`src/rtl/pwm_fader.sv`:
```
// Multi-channel PWM driver with tick-sampled duty targets, optional linear
// fading, and per-period shadowing of the active duty for glitch-free output.

// One PWM channel: fade/direct/hold update of cur, shadow load, output register.
module pwm_fader_ch #(
    parameter int WIDTH  = 8,
    parameter int STEP   = 1,
    parameter int INVERT = 1
) (
    input  logic             clk,
    input  logic             rst_n,
    input  logic             upd,
    input  logic             load,
    input  logic [WIDTH-1:0] pcnt,
    input  logic [WIDTH-1:0] target,
    input  logic [1:0]       mode,
    output logic [WIDTH-1:0] cur,
    output logic [WIDTH-1:0] act,
    output logic             pwm
);
    localparam logic [WIDTH:0]   STEP_X = (WIDTH+1)'(STEP);
    localparam logic [WIDTH-1:0] STEP_W = WIDTH'(STEP);
    localparam logic             INV    = 1'(INVERT);

    logic [WIDTH:0]   cur_x, tgt_x, up_x;
    logic [WIDTH-1:0] nxt;

    assign cur_x = {1'b0, cur};
    assign tgt_x = {1'b0, target};
    assign up_x  = cur_x + STEP_X;

    // Next duty for this tick; fade math is one bit wider so it clamps to target.
    always_comb begin
        nxt = cur;
        case (mode)
            2'b00: nxt = target;
            2'b01: begin
                if (cur < target)
                    nxt = (up_x >= tgt_x) ? target : up_x[WIDTH-1:0];
                else if (cur > target)
                    nxt = (cur_x >= tgt_x + STEP_X) ? (cur - STEP_W) : target;
            end
            default: nxt = cur;
        endcase
    end

    // Current duty advances only on the update tick.
    always_ff @(posedge clk) begin
        if (!rst_n)   cur <= '0;
        else if (upd) cur <= nxt;
    end

    // Shadow copy taken at the period boundary; output compares against it.
    always_ff @(posedge clk) begin
        if (!rst_n) begin
            act <= '0;
            pwm <= INV;
        end else begin
            if (load) act <= cur;
            pwm <= (pcnt < act) ^ INV;
        end
    end
endmodule

module pwm_fader #(
    parameter int CHANNELS = 3,
    parameter int WIDTH    = 8,
    parameter int TICK_DIV = 2500000,
    parameter int STEP     = 1,
    parameter int INVERT   = 1
) (
    input  logic                      clk,
    input  logic                      rst_n,
    input  logic [CHANNELS*WIDTH-1:0] target,
    input  logic [1:0]                mode,
    output logic [CHANNELS-1:0]       pwm_out,
    output logic [CHANNELS*WIDTH-1:0] duty,
    output logic                      tick,
    output logic                      busy,
    output logic                      any_on
);
    localparam int TW = $clog2(TICK_DIV);

    logic [TW-1:0]                        tdiv;
    logic [WIDTH-1:0]                     pcnt;
    logic                                 tick_edge, boundary;
    logic [CHANNELS-1:0][WIDTH-1:0]       cur, act;

    assign tick_edge = (tdiv == TW'(TICK_DIV - 1));
    assign boundary  = &pcnt;
    assign duty      = cur;

    // Update tick divider and its registered one-cycle pulse.
    always_ff @(posedge clk) begin
        if (!rst_n) begin
            tdiv <= '0;
            tick <= 1'b0;
        end else begin
            tdiv <= tick_edge ? '0 : tdiv + 1'b1;
            tick <= tick_edge;
        end
    end

    // Shared free-running PWM counter; any_on follows the shadow duties.
    always_ff @(posedge clk) begin
        if (!rst_n) begin
            pcnt   <= '0;
            any_on <= 1'b0;
        end else begin
            pcnt   <= pcnt + 1'b1;
            any_on <= |act;
        end
    end

    // busy is combinational so it reacts to target changes immediately.
    always_comb begin
        busy = 1'b0;
        for (int i = 0; i < CHANNELS; i++)
            if (cur[i] != target[i*WIDTH +: WIDTH]) busy = 1'b1;
    end

    pwm_fader_ch #(.WIDTH(WIDTH), .STEP(STEP), .INVERT(INVERT)) u_ch [CHANNELS-1:0] (
        .clk    (clk),
        .rst_n  (rst_n),
        .upd    (tick_edge),
        .load   (boundary),
        .pcnt   (pcnt),
        .target (target),
        .mode   (mode),
        .cur    (cur),
        .act    (act),
        .pwm    (pwm_out)
    );
endmodule

```
`config.mk`:
```
export PLATFORM = sky130hd
export DESIGN_NAME = pwm_fader
export DESIGN_NICKNAME = d
export VERILOG_FILES = /design/src/rtl/pwm_fader.sv
export SDC_FILE = /design/constraint.sdc
export NUM_CORES = 1
export LEC_CHECK = 0
export CAP_MARGIN = 10
export CORE_AREA = 4 4 119 121
export DETAILED_ROUTE_END_ITERATION = 8
export DIE_AREA = 0 0 123 125
export GPL_TIMING_DRIVEN = 0
export PLACE_DENSITY = 0.83
export SLEW_MARGIN = 20
export SYNTH_ARGS = -nofsm -noshare
export SYNTH_HDL_FRONTEND = slang
export SYNTH_SLANG_ARGS = --single-unit
```
`constraint.sdc`:
```
create_clock -name clk -period 2.74 [get_ports clk]
set_input_delay 0.274 -clock clk [delete_from_list [all_inputs] [get_ports clk]]
set_output_delay 0.274 -clock clk [all_outputs]
set_load 0.005 [all_outputs]
```
### Yosys cells after proc, flatten, opt, wreduce, memory -nomap -nowiden

Cells that the tools add are included.
Widths: inputs -> output; s select.

| word-level totals | value |
|---|---|
| flip-flop bits (word level) | 83 |
| input bits | 28 |
| output and inout port bits | 30 |
| word-level logic and storage cells | 77 |

| operators by class | value |
|---|---|
| add/subtract/negate cells | 11 |
| magnitude comparators | 15 |
| equal/unequal tests | 8 |
| multiplexer cells | 18 |
| bitwise gates (word level) | 4 |
| reduce and logical (&&, ||, !) cells | 8 |

Operators with widths:

| kind | count |
|---|---|
| $mux 8 | 12 |
| $add 8x1->9 const B | 6 |
| $lt 8x8->1 | 6 |
| $pmux 8 s2 | 3 |
| $ge 8x9->1 | 3 |
| $ge 9x8->1 | 3 |
| $gt 8x8->1 | 3 |
| $ne 8x8->1 | 3 |
| $reduce_or 24->1 | 1 |
| $sub 8x1->8 const B | 3 |
| $add 22x1->22 const B | 1 |
| $eq 22x22->1 const B | 1 |
| $ne 3x1->1 const B | 3 |
| $reduce_and 3->1 | 3 |
| $add 8x1->8 const B | 1 |
| $reduce_and 8->1 | 1 |
| $not 1->1 | 4 |
| $mux 1 | 3 |
| $eq 2x1->1 const B | 1 |
| $logic_not 2->1 | 1 |
| $reduce_bool 2->1 | 1 |
| $reduce_or 2->1 | 1 |

### Logic depth before layout (Yosys ltp)

Gate-level depths: netlist of run 1.

| logic depth | value |
|---|---|
| depth in word-level cells | 6 |
| depth in mapped cells | 14 |
| mapped depth without buffers | 12 |

### Modules after synthesis

From an unflattened synthesis of run 1, not the netlist that was laid out.

| second synthesis, totals | value |
|---|---|
| cell total of the unflattened synthesis | 942 |
| area total of the unflattened synthesis | 7733.7 µm² |

Modules (own cells, without submodules):

| module | instances | cells each | area an instance (µm²) | seq. area each (µm²) |
|---|---|---|---|---|
| pwm_fader_ch at u_ch[0] | 1 | 262 | 2054.5 | 340.3 |
| pwm_fader_ch at u_ch[2] | 1 | 241 | 2010.7 | 340.3 |
| pwm_fader_ch at u_ch[1] | 1 | 244 | 1966.9 | 340.3 |
| pwm_fader | 1 | 195 | 1701.6 | 640.6 |

### Worst setup path before layout of run 1

OpenSTA, ideal clock, no wires.

| timing path | value |
|---|---|
| path kind | reg-to-reg |
| start point | register u_ch[1].cur[2] |
| end point | register u_ch[1].cur[6] |
| setup time | 117 ps |
| data arrival time | 2943 ps |
| required time | 2623 ps |
| path slack | -320 ps |
| stages on the path, launching flop included | 14 |
| buffers on the path | 2 |
| period minus slack after synthesis | 3060 ps |
| cell sequence | dfxtp_1 > clkbuf_1 > and3_1 > and3_1 > nand3_1 > xnor2_1 > ha_1 > and3_1 > a221oi_1 > o211a_1 > and4_1 > clkbuf_1 > nand2b_1 > a32o_1 |

| between the ends | value |
|---|---|
| longest elaborated chain between the ends | 5 |
| elaborated cells on any way between the ends | 13 |
| classes of those cells | add/sub (2); order compare (4); eq/ne (1); mux (5); reduce/logical (1) |

RTL lines:

| what | line | source |
|---|---|---|
| start, declared | 17 | `output logic [WIDTH-1:0] cur,` |
| start signal, assigned | 50 | `else if (upd) cur <= nxt;` |
| $add 8x1->9, or another cell as far along | 30 | `assign up_x = cur_x + STEP_X;` |
| $ge 9x8->1 or $mux 8 (tied branches) | 39, 41 |  |
| $mux 8 (on tied branches) | 39, 40 |  |
| $mux 8 | 38 | `if (cur < target)` |
| $pmux 8 s2 | 35 | `case (mode)` |

Parallel ways exist; a longest one is shown, timed or not. The select of a mux whose other input is x is not followed.
A chain may end at the register's enable or synchronous reset.

### Final worst setup path of run 1

| timing path | value |
|---|---|
| start point | register u_ch[2].cur[0] |
| end point | register u_ch[2].cur[1] |

| between the ends | value |
|---|---|
| longest elaborated chain between the ends | 5 |
| elaborated cells on any way between the ends | 13 |
| classes of those cells | add/sub (2); order compare (4); eq/ne (1); mux (5); reduce/logical (1) |

RTL lines:

| what | line |
|---|---|
| start, declared | 17 |
| start signal, assigned | 50 |
| $add 8x1->9, or another cell as far along | 30 |
| $ge 9x8->1 or $mux 8 (tied branches) | 39, 41 |
| $mux 8 (on tied branches) | 39, 40 |
| $mux 8 | 38 |
| $pmux 8 s2 | 35 |

Parallel ways exist; a longest one is shown, timed or not. The select of a mux whose other input is x is not followed.

==> impl_metrics.env, run 1 <==
export IMPL_hp_start="target[3]"
export IMPL_place_detailed_hpwl_um=13400
export IMPL_slew_viol_final=0
export IMPL_placed_cell_area_sq_mm=0.00792
export IMPL_start_util_pct=53.5
export IMPL_final_net_count=1150
export IMPL_coreArea_sq_mm=0.0131
export IMPL_ant_nets=0
export IMPL_ys_types=68
export IMPL_ys_flop_type="dfxtp_1"
export IMPL_multi_input_area_sq_mm=0.00562
export IMPL_grt_start_max_net_pins=14
export IMPL_synth_xor_area_share_pct=9.50
export IMPL_vdd_drop_max_uv=321
export IMPL_h_tree_depth=3
export IMPL_place_ws_ns=-0.907
export IMPL_maxSlewHeadroom_pct=53.7
export IMPL_drtPass1Iterations=5
export IMPL_worst_pin_slew_ns=0.695
export IMPL_yosys_area_share_simple_pct=23.7
export IMPL_min_to="u_ch[0].cur[3]"
export IMPL_endpoint_kind="flip-flop"
export IMPL_post_route_drc_count=0
export IMPL_port_buffers=56
export IMPL_synth_cells=899
export IMPL_synthMuxAreaShare_pct=1.75
export IMPL_syn_nets=1031
export IMPL_slowest_stage="or3_4"
export IMPL_synth_area_sq_mm=0.00701
export IMPL_syn_area_per_cell_sq_um=7.79
export IMPL_num_rows=42
export IMPL_antenna_cells=0
export IMPL_dieArea_sq_mm=0.0154
export IMPL_synth_compound_area_share_pct=16.8
export IMPL_leakage_uw=0.00404
export IMPL_cts_sinks=83
export IMPL_fillers=958
export IMPL_wirelength_um=21000
export IMPL_reg2reg_setup_slack_ns=-0.15
export IMPL_drt_iter0_drc=612
export IMPL_synth_edf_count=0
export IMPL_yosysMostFrequentCell="nand2_1"
export IMPL_clkLatencyLatePin_ns=0.35
export IMPL_gp_congestion=0.968
export IMPL_crit_fanout=7
export IMPL_synth_commonest_cells="nand2_1, ha_1, dfxtp_1, a21oi_1"
export IMPL_postLayoutCellArea_sq_mm=0.00934
export IMPL_die_w_um=123
export IMPL_avgRoutedWirePerCell_um=17.5
export IMPL_grt_usage_pct=25.4
export IMPL_drive_gt1_share_pct=22.7
export IMPL_crit_path_start_kind="flip-flop"
export IMPL_setup_ws_ns=-0.146
export IMPL_maxCapViolCount=0
export IMPL_worst_setup_path_type="flip-flop to flip-flop"
export IMPL_synth_area_top_cells="dfxtp_1, ha_1, xnor2_1, nand2_1, a21oi_1"
export IMPL_yosysTopAreaCellShare_pct=23.7
export IMPL_ys_ff_latch=83
export IMPL_cp_arrival_ns=3.12
export IMPL_worstPathRequired_ns=2.98
export IMPL_rsz0062_at_grt="yes"
export IMPL_min_path_type="input pin to flip-flop"
export IMPL_io_pins=58
export IMPL_regArea_sq_mm=0.00172
export IMPL_crit_chain="inv_1 > nor3_4 > buf_6 > nand2_4 > xnor2_2 > ha_1 > and3_4 > buf_4 > nand4_1 > o311ai_4 > or3_4 > o21ai_2 > o21ai_1"
export IMPL_async_flop_share_pct=0
export IMPL_grt_pass1_vias=6762
export IMPL_final_hold_viol_count=0
export IMPL_yosysTopAreaCell="dfxtp_1"
export IMPL_ys_warn_count=0
export IMPL_rr_worst_depth=13
export IMPL_ctsRootBufferMaster="clkbuf_16"
export IMPL_vias_per_cell=5.93
export IMPL_clk_pin_slew_ns=0.07
export IMPL_postCtsHoldBufs=0
export IMPL_cts_tree="yes"
export IMPL_slowest_delay_ns=0.45
export IMPL_synth_top_family_by_area="simple AND/OR/NAND/NOR gates"
export IMPL_powerDensity_mw_per_mm2=313
export IMPL_syn2layout_area_growth_pct=33.3
export IMPL_period_minus_slack_ns=2.89
export IMPL_violations="setup timing"
export IMPL_numCtsBuffers=9
export IMPL_fp_dieH_um=125
export IMPL_clk_path_buf_depth=2
export IMPL_dr_total_vias=7101
export IMPL_overflow=0
export IMPL_hold_path_cell_count=3
export IMPL_grt_pass1_wl_um=32200
export IMPL_finalSetupViolCount=9
export IMPL_fin_skew_ns=0.00721
export IMPL_antenna_found_initial=0
export IMPL_reg2reg_from="u_ch[2].cur[0]"
export IMPL_yosysSeqAreaShare_pct=23.7
export IMPL_fmax_mhz=347
export IMPL_status="complete, but fails checks"
export IMPL_synth_fa_ha_area_share_pct=18.6
export IMPL_r2r_end="u_ch[2].cur[1]"
export IMPL_min_period_over_period_pct=105
## logic make-up (layout without fill, tap and decap cells)
kind of cell	after synthesis	after routing
AO/OA/AOI/OAI	185	185
AND/OR/NAND/NOR	335	335
adder cells (fa/ha/maj)	104	104
multiplexers	12	12
XOR/XNOR	76	76
buffers and inverters	104	227
flip-flops	83	83
## layout by cell type (no fill, tap or decap), types with 8 or more instances in the layout
master and n:
a21o_1 20, a21oi_1 56, and3_1 8, buf_4 62, clkbuf_1 14, clkbuf_16 9
clkbuf_2 10, clkdlybuf4s50_1 38, dfxtp_1 62, dfxtp_2 10, dfxtp_4 11, dlymetal6s2s_1 8
ha_1 96, inv_1 59, mux2i_1 8, nand2_1 104, nand2b_1 16, nand3_1 30
nand4_1 12, nor2_1 58, nor2b_1 9, nor3_1 20, nor4_1 8, o21ai_0 14
o21ai_1 15, o21ai_2 10, xnor2_1 43, xor2_1 23
## sequential cells by signal, summed over array words and instances, names as in the netlist
signal / flops
any_on: 1
pcnt: 8
tdiv: 22
tick: 1
u_ch.act: 24
u_ch.cur: 24
u_ch.pwm: 3
## stage by stage
stage	utilization [%]	TNS, ns	total power (uW)	cells	hold WS [ns]
6_report	71.4	-0.946	2930	1198	0.300
2_1_floorplan	-	0	1460	899	0.396
5_1_grt	71.4	-2.61	3030	1198	0.318
3_3_place_gp	60.5	-15.94	1580	1131	0.439
4_1_cts	67.3	-0.692	2890	1177	0.404
3_5_place_dp	60.5	-17.22	1590	1131	0.457
## worst max-delay path: cells and delay by family (launching register included)
kind                     cells  cell delay (ns)
AND/OR/NAND/NOR              5             1.07
AO/OA/AOI/OAI                3             0.44
buffers and inverters        3             0.43
flip-flops                   1             0.39
adder cells (fa/ha/maj)      1             0.30
XOR/XNOR                     1             0.14
## timing repair
action                                  in CTS  in global routing
pin swaps                                   48                 41
buffers inserted                            35                 25
hold endpoints to repair                     0                  0
endpoints found under the setup margin      25                 25
resized for setup                           98                111
## worst max-delay path by stage
stage | startpoint | to | slack (ns)
after global routing | u_ch[2].cur[0] | u_ch[2].cur[1] | -0.23
after global placement | target[16] | u_ch[2].cur[6] | -0.87
after CTS | u_ch[2].cur[3] | u_ch[2].cur[3] | -0.1
final | u_ch[2].cur[0] | u_ch[2].cur[1] | -0.15
after detailed placement | target[16] | u_ch[2].cur[6] | -0.91
after floorplan | u_ch[1].cur[2] | u_ch[1].cur[7] | 0.006
## per-layer routing
metal	global-route usage [%]	wire (um)	part of all wire (%)	up-vias
met4	7.43	543	2.6	0
li1	-	-	-	3394
met3	4.79	1420	6.8	67
met1	33.6	8720	42	3329
met2	41.8	10300	49	311
met5	0	0	0	-
## where the power goes
group | internal [uW] | switching, uW | leakage, uW
clock | 819 | 510 | 0.000148
sequential | 1210 | 11.7 | 0.000684
combinational | 165 | 214 | 0.00321
total | 2190 | 736 | 0.00404
## area by class of cell
cell class | instances | area share, %
repair buffers | 116 | 10.9
well taps | 176 | 2.36
clock buffers | 11 | 2.60
flip-flops and latches | 83 | 18.4
multi-input cells | 712 | 60.2
clock inverters | 4 | 0.804
inverters | 64 | 2.60
plain buffers | 32 | 2.20
Note: power is estimated with default switching activity, not from simulation.
==> run 2, diff against run 1 <==
- GPL_ROUTABILITY_DRIVEN: unset -> 0
==> run 2 against run 1 <==
Compared with the run above:
- the run still ends with setup timing left
- highest routed layer unchanged
- combinational power barely moved
- routed wire length barely moved
- utilization fell by 1.5 points
- worst setup slack got worse by 0.083 ns
- hold slack improved by 0.0072 ns
- global-route usage fell by 0.13 points
- clock power fell by 3%
==> impl_metrics.env, run 2 (synthesis results as in run 1) <==
export IMPL_maxCapViolCount=0
export IMPL_wirelength_um=20900
export IMPL_grt_pass1_vias=6704
export IMPL_postLayoutCellArea_sq_mm=0.00914
export IMPL_multi_input_area_sq_mm=0.00552
export IMPL_worstPathRequired_ns=2.96
export IMPL_switching_share_pct=25.4
export IMPL_period_minus_slack_ns=2.97
export IMPL_crit_path_start_kind="flip-flop"
export IMPL_min_period_over_period_pct=108
export IMPL_numCtsBuffers=9
export IMPL_io_pins=58
export IMPL_clk_pin_slew_ns=0.06
export IMPL_min_to="u_ch[1].cur[0]"
export IMPL_use_met1_pct=32.9
export IMPL_dr_total_vias=7150
export IMPL_overflow=0
export IMPL_port_buffers=56
export IMPL_hp_start="target[8]"
export IMPL_drtPass1Iterations=5
export IMPL_regArea_sq_mm=0.00171
export IMPL_cp_arrival_ns=3.19
export IMPL_rr_worst_depth=11
export IMPL_rsz0062_at_grt="yes"
export IMPL_whs_ns=0.307
export IMPL_num_rows=42
export IMPL_finalSetupViolCount=13
export IMPL_fmax_mhz=337
export IMPL_postCtsHoldBufs=0
export IMPL_setup_ws_ns=-0.228
export IMPL_final_net_count=1142
export IMPL_place_inst=1131
export IMPL_layout_common_cells="nand2_1, ha_1, dfxtp_1"
export IMPL_slew_viol_final=0
export IMPL_final_common_cell="nand2_1"
export IMPL_avgRoutedWirePerCell_um=17.6
export IMPL_clk_path_buf_depth=2
export IMPL_leakage_uw=0.00395
export IMPL_start_util_pct=53.5
export IMPL_worst_setup_path_type="flip-flop to flip-flop"
export IMPL_vdd_drop_max_uv=317
export IMPL_ant_nets=0
export IMPL_reg2reg_setup_slack_ns=-0.23
export IMPL_grt_pass1_wl_um=32300
export IMPL_cts_tree="yes"
export IMPL_placed_cell_area_sq_mm=0.00792
export IMPL_p_comb_share_pct=13.1
export IMPL_hold_path_cell_count=3
export IMPL_drt_iter0_drc=562
export IMPL_coreArea_sq_mm=0.0131
export IMPL_cts_sinks=83
export IMPL_final_hold_viol_count=0
export IMPL_ctsRootBufferMaster="clkbuf_16"
export IMPL_crit_fanout=10
export IMPL_met3_usage_pct=4.83
export IMPL_antenna_found_initial=0
export IMPL_grt_start_max_net_pins=14
export IMPL_fillers=933
export IMPL_powerDensity_mw_per_mm2=316
export IMPL_status="complete, but fails checks"
export IMPL_min_path_type="input pin to flip-flop"
export IMPL_r2r_end="u_ch[2].cur[6]"
export IMPL_grt_busiest_layer="met2"
export IMPL_p_total_uw=2880
export IMPL_place_detailed_hpwl_um=13600
export IMPL_vias_per_cell=6.00
export IMPL_finalNonFillerCells=1191
export IMPL_reg_top3="u_ch.act: 24 flops, u_ch.cur: 24 flops, tdiv: 22 flops"
export IMPL_h_tree_depth=3
export IMPL_drive_gt1_share_pct=20.2
export IMPL_p_clk_share_pct=44.6
export IMPL_post_route_drc_count=0
export IMPL_violations="setup timing"
export IMPL_dieArea_sq_mm=0.0154
export IMPL_maxSlewHeadroom_pct=46.0
export IMPL_die_w_um=123
export IMPL_clkLatencyLatePin_ns=0.35
export IMPL_p_seq_share_pct=42.2
export IMPL_fp_dieH_um=125
export IMPL_internal_power_uw=2150
export IMPL_fin_skew_ns=0.00936
export IMPL_worst_pin_slew_ns=0.810
export IMPL_gr_usage_met2_pct=41.6
export IMPL_reg2reg_from="u_ch[2].cur[4]"
export IMPL_endpoint_kind="flip-flop"
export IMPL_syn2layout_area_growth_pct=30.5
export IMPL_grt_usage_pct=25.2
export IMPL_p_switching_uw=732
export IMPL_antenna_cells=0
## run 2: stage by stage
| step | util [%] | worst slack, ns | setup TNS [ns] |
|---|---|---|---|
| global route | 69.9 | -0.311 | -3.34 |
| finish | 69.9 | -0.228 | -1.29 |
| global placement | 60.5 | -0.874 | -16.03 |
| floorplan | - | 0.00593 | 0 |
| detailed placement | 60.5 | -0.896 | -17.43 |
| CTS | 67.1 | -0.0444 | -0.382 |
## run 2: final cells by class
cell class	instances	area share, %
Clock buffer	13	2.96
Tap cell	176	2.41
Inverter	64	2.66
Multi-Input combinational cell	712	60.4
Timing Repair Buffer	109	10.3
Sequential cell	83	18.7
Clock inverter	3	0.493
Buffer	31	2.11
## run 2: power by group through the flow
stage               sequential (uW)  combinational [uW]  clock [uW]
floorplan                      1250                 209           0
global placement               1260                 324           0
detailed placement             1260                 333           0
CTS                            1220                 348        1290
global route                   1220                 416        1350
finish                         1220                 378        1290
## run 2: routing by layer
| metal | share of wire (%) | wire length [um] | vias up |
|---|---|---|---|
| li1 | - | - | 3389 |
| met1 | 41 | 8690 | 3357 |
| met2 | 48 | 10100 | 328 |
| met3 | 7.1 | 1480 | 76 |
| met4 | 3.0 | 635 | 0 |
| met5 | 0 | 0 | - |
## run 2: timing repair
item                       in CTS  in global routing
buffers inserted               31                 22
setup endpoints to repair      25                 24
gates cloned                    0                  0
pin swaps                      37                 42
resized for setup             107                 73
## run 2: worst max path at each step
stage | start | end | slack (ns) | cells after the start
global placement | target[16] | u_ch[2].cur[6] | -0.87 | 13
finish | u_ch[2].cur[4] | u_ch[2].cur[6] | -0.23 | 11
global route | u_ch[2].cur[4] | u_ch[2].cur[6] | -0.31 | 11
floorplan | u_ch[1].cur[2] | u_ch[1].cur[7] | 0.006 | 14
detailed placement | target[16] | u_ch[2].cur[6] | -0.90 | 13
CTS | u_ch[2].cur[2] | u_ch[2].cur[3] | -0.04 | 12
## run 2: worst max-delay path, cell delays in order (launching register included)
cell,delay (ns)
dfxtp_1,0.41
clkbuf_4,0.28
nand2_1,0.12
nor2_4,0.11
xor2_2,0.18
ha_1,0.28
and3_4,0.19
a221oi_4,0.32
o311ai_4,0.18
nor3_1,0.28
o21ai_0,0.16
a32o_1,0.32
==> run 3, diff against run 2 <==
- CORE_AREA: 4 4 119 121 -> 10 10 125 127
- DIE_AREA: 0 0 123 125 -> 0 0 135 137
==> run 3 against run 2 <==
Compared with the run above:
- the run still ends with setup timing left
- count of clock-buffer cells in the layout down 4
- first-iteration DRC count grew 24%
- clock skew increased by 0.0029 ns
- routed wire length down 4.0%
- combinational power fell by 4%
- cell area down 1.4%
- via count down 2.1%
- sequential share of layout area increased by 0.31 points
- global-route usage is 4.6 points lower
- critical path type unchanged
- largest cell class unchanged
- largest power group unchanged
- highest routed layer unchanged
==> impl_metrics.env, run 3 (synthesis results as in run 1) <==
export IMPL_status="complete, but fails checks"
export IMPL_violations="setup timing"
export IMPL_finalNonFillerCells=1185
export IMPL_cp_arrival_ns=3.09
export IMPL_leakage_uw=0.00392
export IMPL_reg2reg_from="u_ch[2].cur[4]"
export IMPL_worst_pin_slew_ns=0.731
export IMPL_io_pins=58
export IMPL_ant_nets=0
export IMPL_h_tree_depth=3
export IMPL_switching_share_pct=24.9
export IMPL_worst_setup_path_type="flip-flop to flip-flop"
export IMPL_rr_worst_depth=12
export IMPL_fin_skew_ns=0.0122
export IMPL_dieArea_sq_mm=0.0185
export IMPL_antenna_found_initial=0
export IMPL_fin_util_pct=68.9
export IMPL_placed_cell_area_sq_mm=0.00792
export IMPL_clk_path_buf_depth=2
export IMPL_clkLatencyLatePin_ns=0.35
export IMPL_wirelength_um=20100
export IMPL_maxSlewHeadroom_pct=51.3
export IMPL_numCtsBuffers=9
export IMPL_grt_pass1_wl_um=32000
export IMPL_maxCapViolCount=0
export IMPL_place_detailed_hpwl_um=13800
export IMPL_cts_sinks=83
export IMPL_drive_gt1_share_pct=17.7
export IMPL_drt_iter0_drc=696
export IMPL_dr_total_vias=7000
export IMPL_coreArea_sq_mm=0.0131
export IMPL_grt_usage_pct=20.6
export IMPL_p_comb_share_pct=12.0
export IMPL_cts_tree="yes"
export IMPL_endpoint_kind="flip-flop"
export IMPL_r2r_end="u_ch[2].cur[6]"
export IMPL_antenna_cells=0
export IMPL_postCtsHoldBufs=0
export IMPL_crit_path_start_kind="flip-flop"
export IMPL_p_seq_share_pct=40.3
export IMPL_final_net_count=1136
export IMPL_start_util_pct=53.5
export IMPL_regArea_sq_mm=0.00172
export IMPL_vias_per_cell=5.91
export IMPL_multi_input_area_sq_mm=0.00536
export IMPL_period_minus_slack_ns=2.85
export IMPL_fp_dieH_um=137
export IMPL_reg2reg_setup_slack_ns=-0.11
export IMPL_rsz0062_at_grt="yes"
export IMPL_place_inst=1131
export IMPL_grt_start_max_net_pins=16
export IMPL_setup_ws_ns=-0.108
export IMPL_powerDensity_mw_per_mm2=334
export IMPL_critical_path_endpoint="u_ch[2].cur[6]"
export IMPL_avgRoutedWirePerCell_um=17.0
export IMPL_syn2layout_area_growth_pct=28.6
export IMPL_min_period_over_period_pct=104
export IMPL_num_rows=42
export IMPL_post_route_drc_count=0
export IMPL_startpoint="u_ch[2].cur[4]"
export IMPL_postLayoutCellArea_sq_mm=0.00901
export IMPL_crit_fanout=10
export IMPL_hp_start="target[1]"
export IMPL_overflow=0
export IMPL_internal_power_uw=2260
export IMPL_clk_pin_slew_ns=0.07
export IMPL_port_buffers=56
export IMPL_slew_viol_final=0
export IMPL_grt_pass1_vias=6801
export IMPL_reg_top3="u_ch.act: 24 flops, u_ch.cur: 24 flops, tdiv: 22 flops"
export IMPL_ctsRootBufferMaster="clkbuf_16"
export IMPL_die_w_um=135
export IMPL_drtPass1Iterations=6
export IMPL_layout_common_cells="nand2_1, ha_1, dfxtp_1"
export IMPL_worstPathRequired_ns=2.98
export IMPL_min_path_type="input pin to flip-flop"
export IMPL_p_clk_share_pct=47.7
export IMPL_final_common_cell="nand2_1"
export IMPL_final_hold_viol_count=0
export IMPL_fillers=974
export IMPL_vdd_drop_max_uv=321
export IMPL_finalSetupViolCount=22
export IMPL_fmax_mhz=351
export IMPL_p_switching_uw=751
run 3: cell count changes in the layout (fill, tap and decap cells not counted), sizes merged:
| cell | change |
|---|---|
| dlymetal6s2s | +2 |
| clkinv | +1 |
| inv | +1 |
| bufinv | +2 |
| buf | -7 |
| clkdlybuf4s50 | +1 |
| clkbuf | -6 |
run 3: metrics by stage:
step	power, uW	TNS [ns]	hold WS (ns)	setup WS [ns]
after floorplan	1460	0	0.396	0.00593
after global placement	1580	-16.12	0.439	-0.865
after detailed placement	1590	-17.39	0.461	-0.959
after CTS	3000	-0.807	0.374	-0.102
after global routing	3110	-4.53	0.301	-0.257
final	3010	-1.43	0.293	-0.108
run 3: what timing repair did:
action / in CTS / in global routing
pin swaps: 36 / 36
buffers inserted: 29 / 16
endpoints found under the setup margin: 25 / 25
gates resized for setup: 89 / 55
cloned: 0 / 0
run 3: layer usage:
metal | track usage [%] | vias up | part of all wire, %
met5 | 0 | - | 0
met4 | 7.36 | 0 | 2.5
met3 | 4.03 | 65 | 6.8
met2 | 34.0 | 297 | 48
met1 | 26.2 | 3255 | 43
li1 | - | 3383 | -
run 3: worst max-delay path: stages, from the launching register on:
cell,delay [ns]
dfxtp_1,0.40
clkbuf_4,0.25
nand2_1,0.14
nor2_4,0.14
xor2_2,0.17
ha_1,0.27
and3_4,0.19
a221oi_4,0.30
o311ai_4,0.18
buf_4,0.17
nor3_2,0.16
o21ai_1,0.09
a32o_1,0.26
run 3: cell type report:
| type | count | share of cell area, % |
|---|---|---|
| multi-input cells | 712 | 59.5 |
| clock inverters | 7 | 1.37 |
| inverters | 64 | 2.71 |
| repair buffers | 101 | 9.94 |
| clock buffers | 9 | 2.50 |
| flip-flops and latches | 83 | 19.0 |
| well taps | 176 | 2.44 |
| plain buffers | 33 | 2.54 |
run 3: how the worst min path moves through the flow:
stage | endpoint | slack, ns | cells past startpoint
2_1_floorplan | pcnt[1] | 0.40 | 1
3_3_place_gp | tdiv[0] | 0.44 | 1
3_5_place_dp | u_ch[2].act[4] | 0.46 | 2
4_1_cts | u_ch[0].cur[2] | 0.37 | 3
5_1_grt | u_ch[0].cur[1] | 0.30 | 3
6_report | u_ch[0].cur[1] | 0.29 | 3
run 3: power groups by stage:
stage                     Combinational [uW]  Clock [uW]  Sequential, uW
after floorplan                          209           0            1250
after global placement                   324           0            1260
after detailed placement                 333           0            1260
after CTS                                344        1440            1220
after global routing                     401        1500            1220
final                                    361        1440            1220
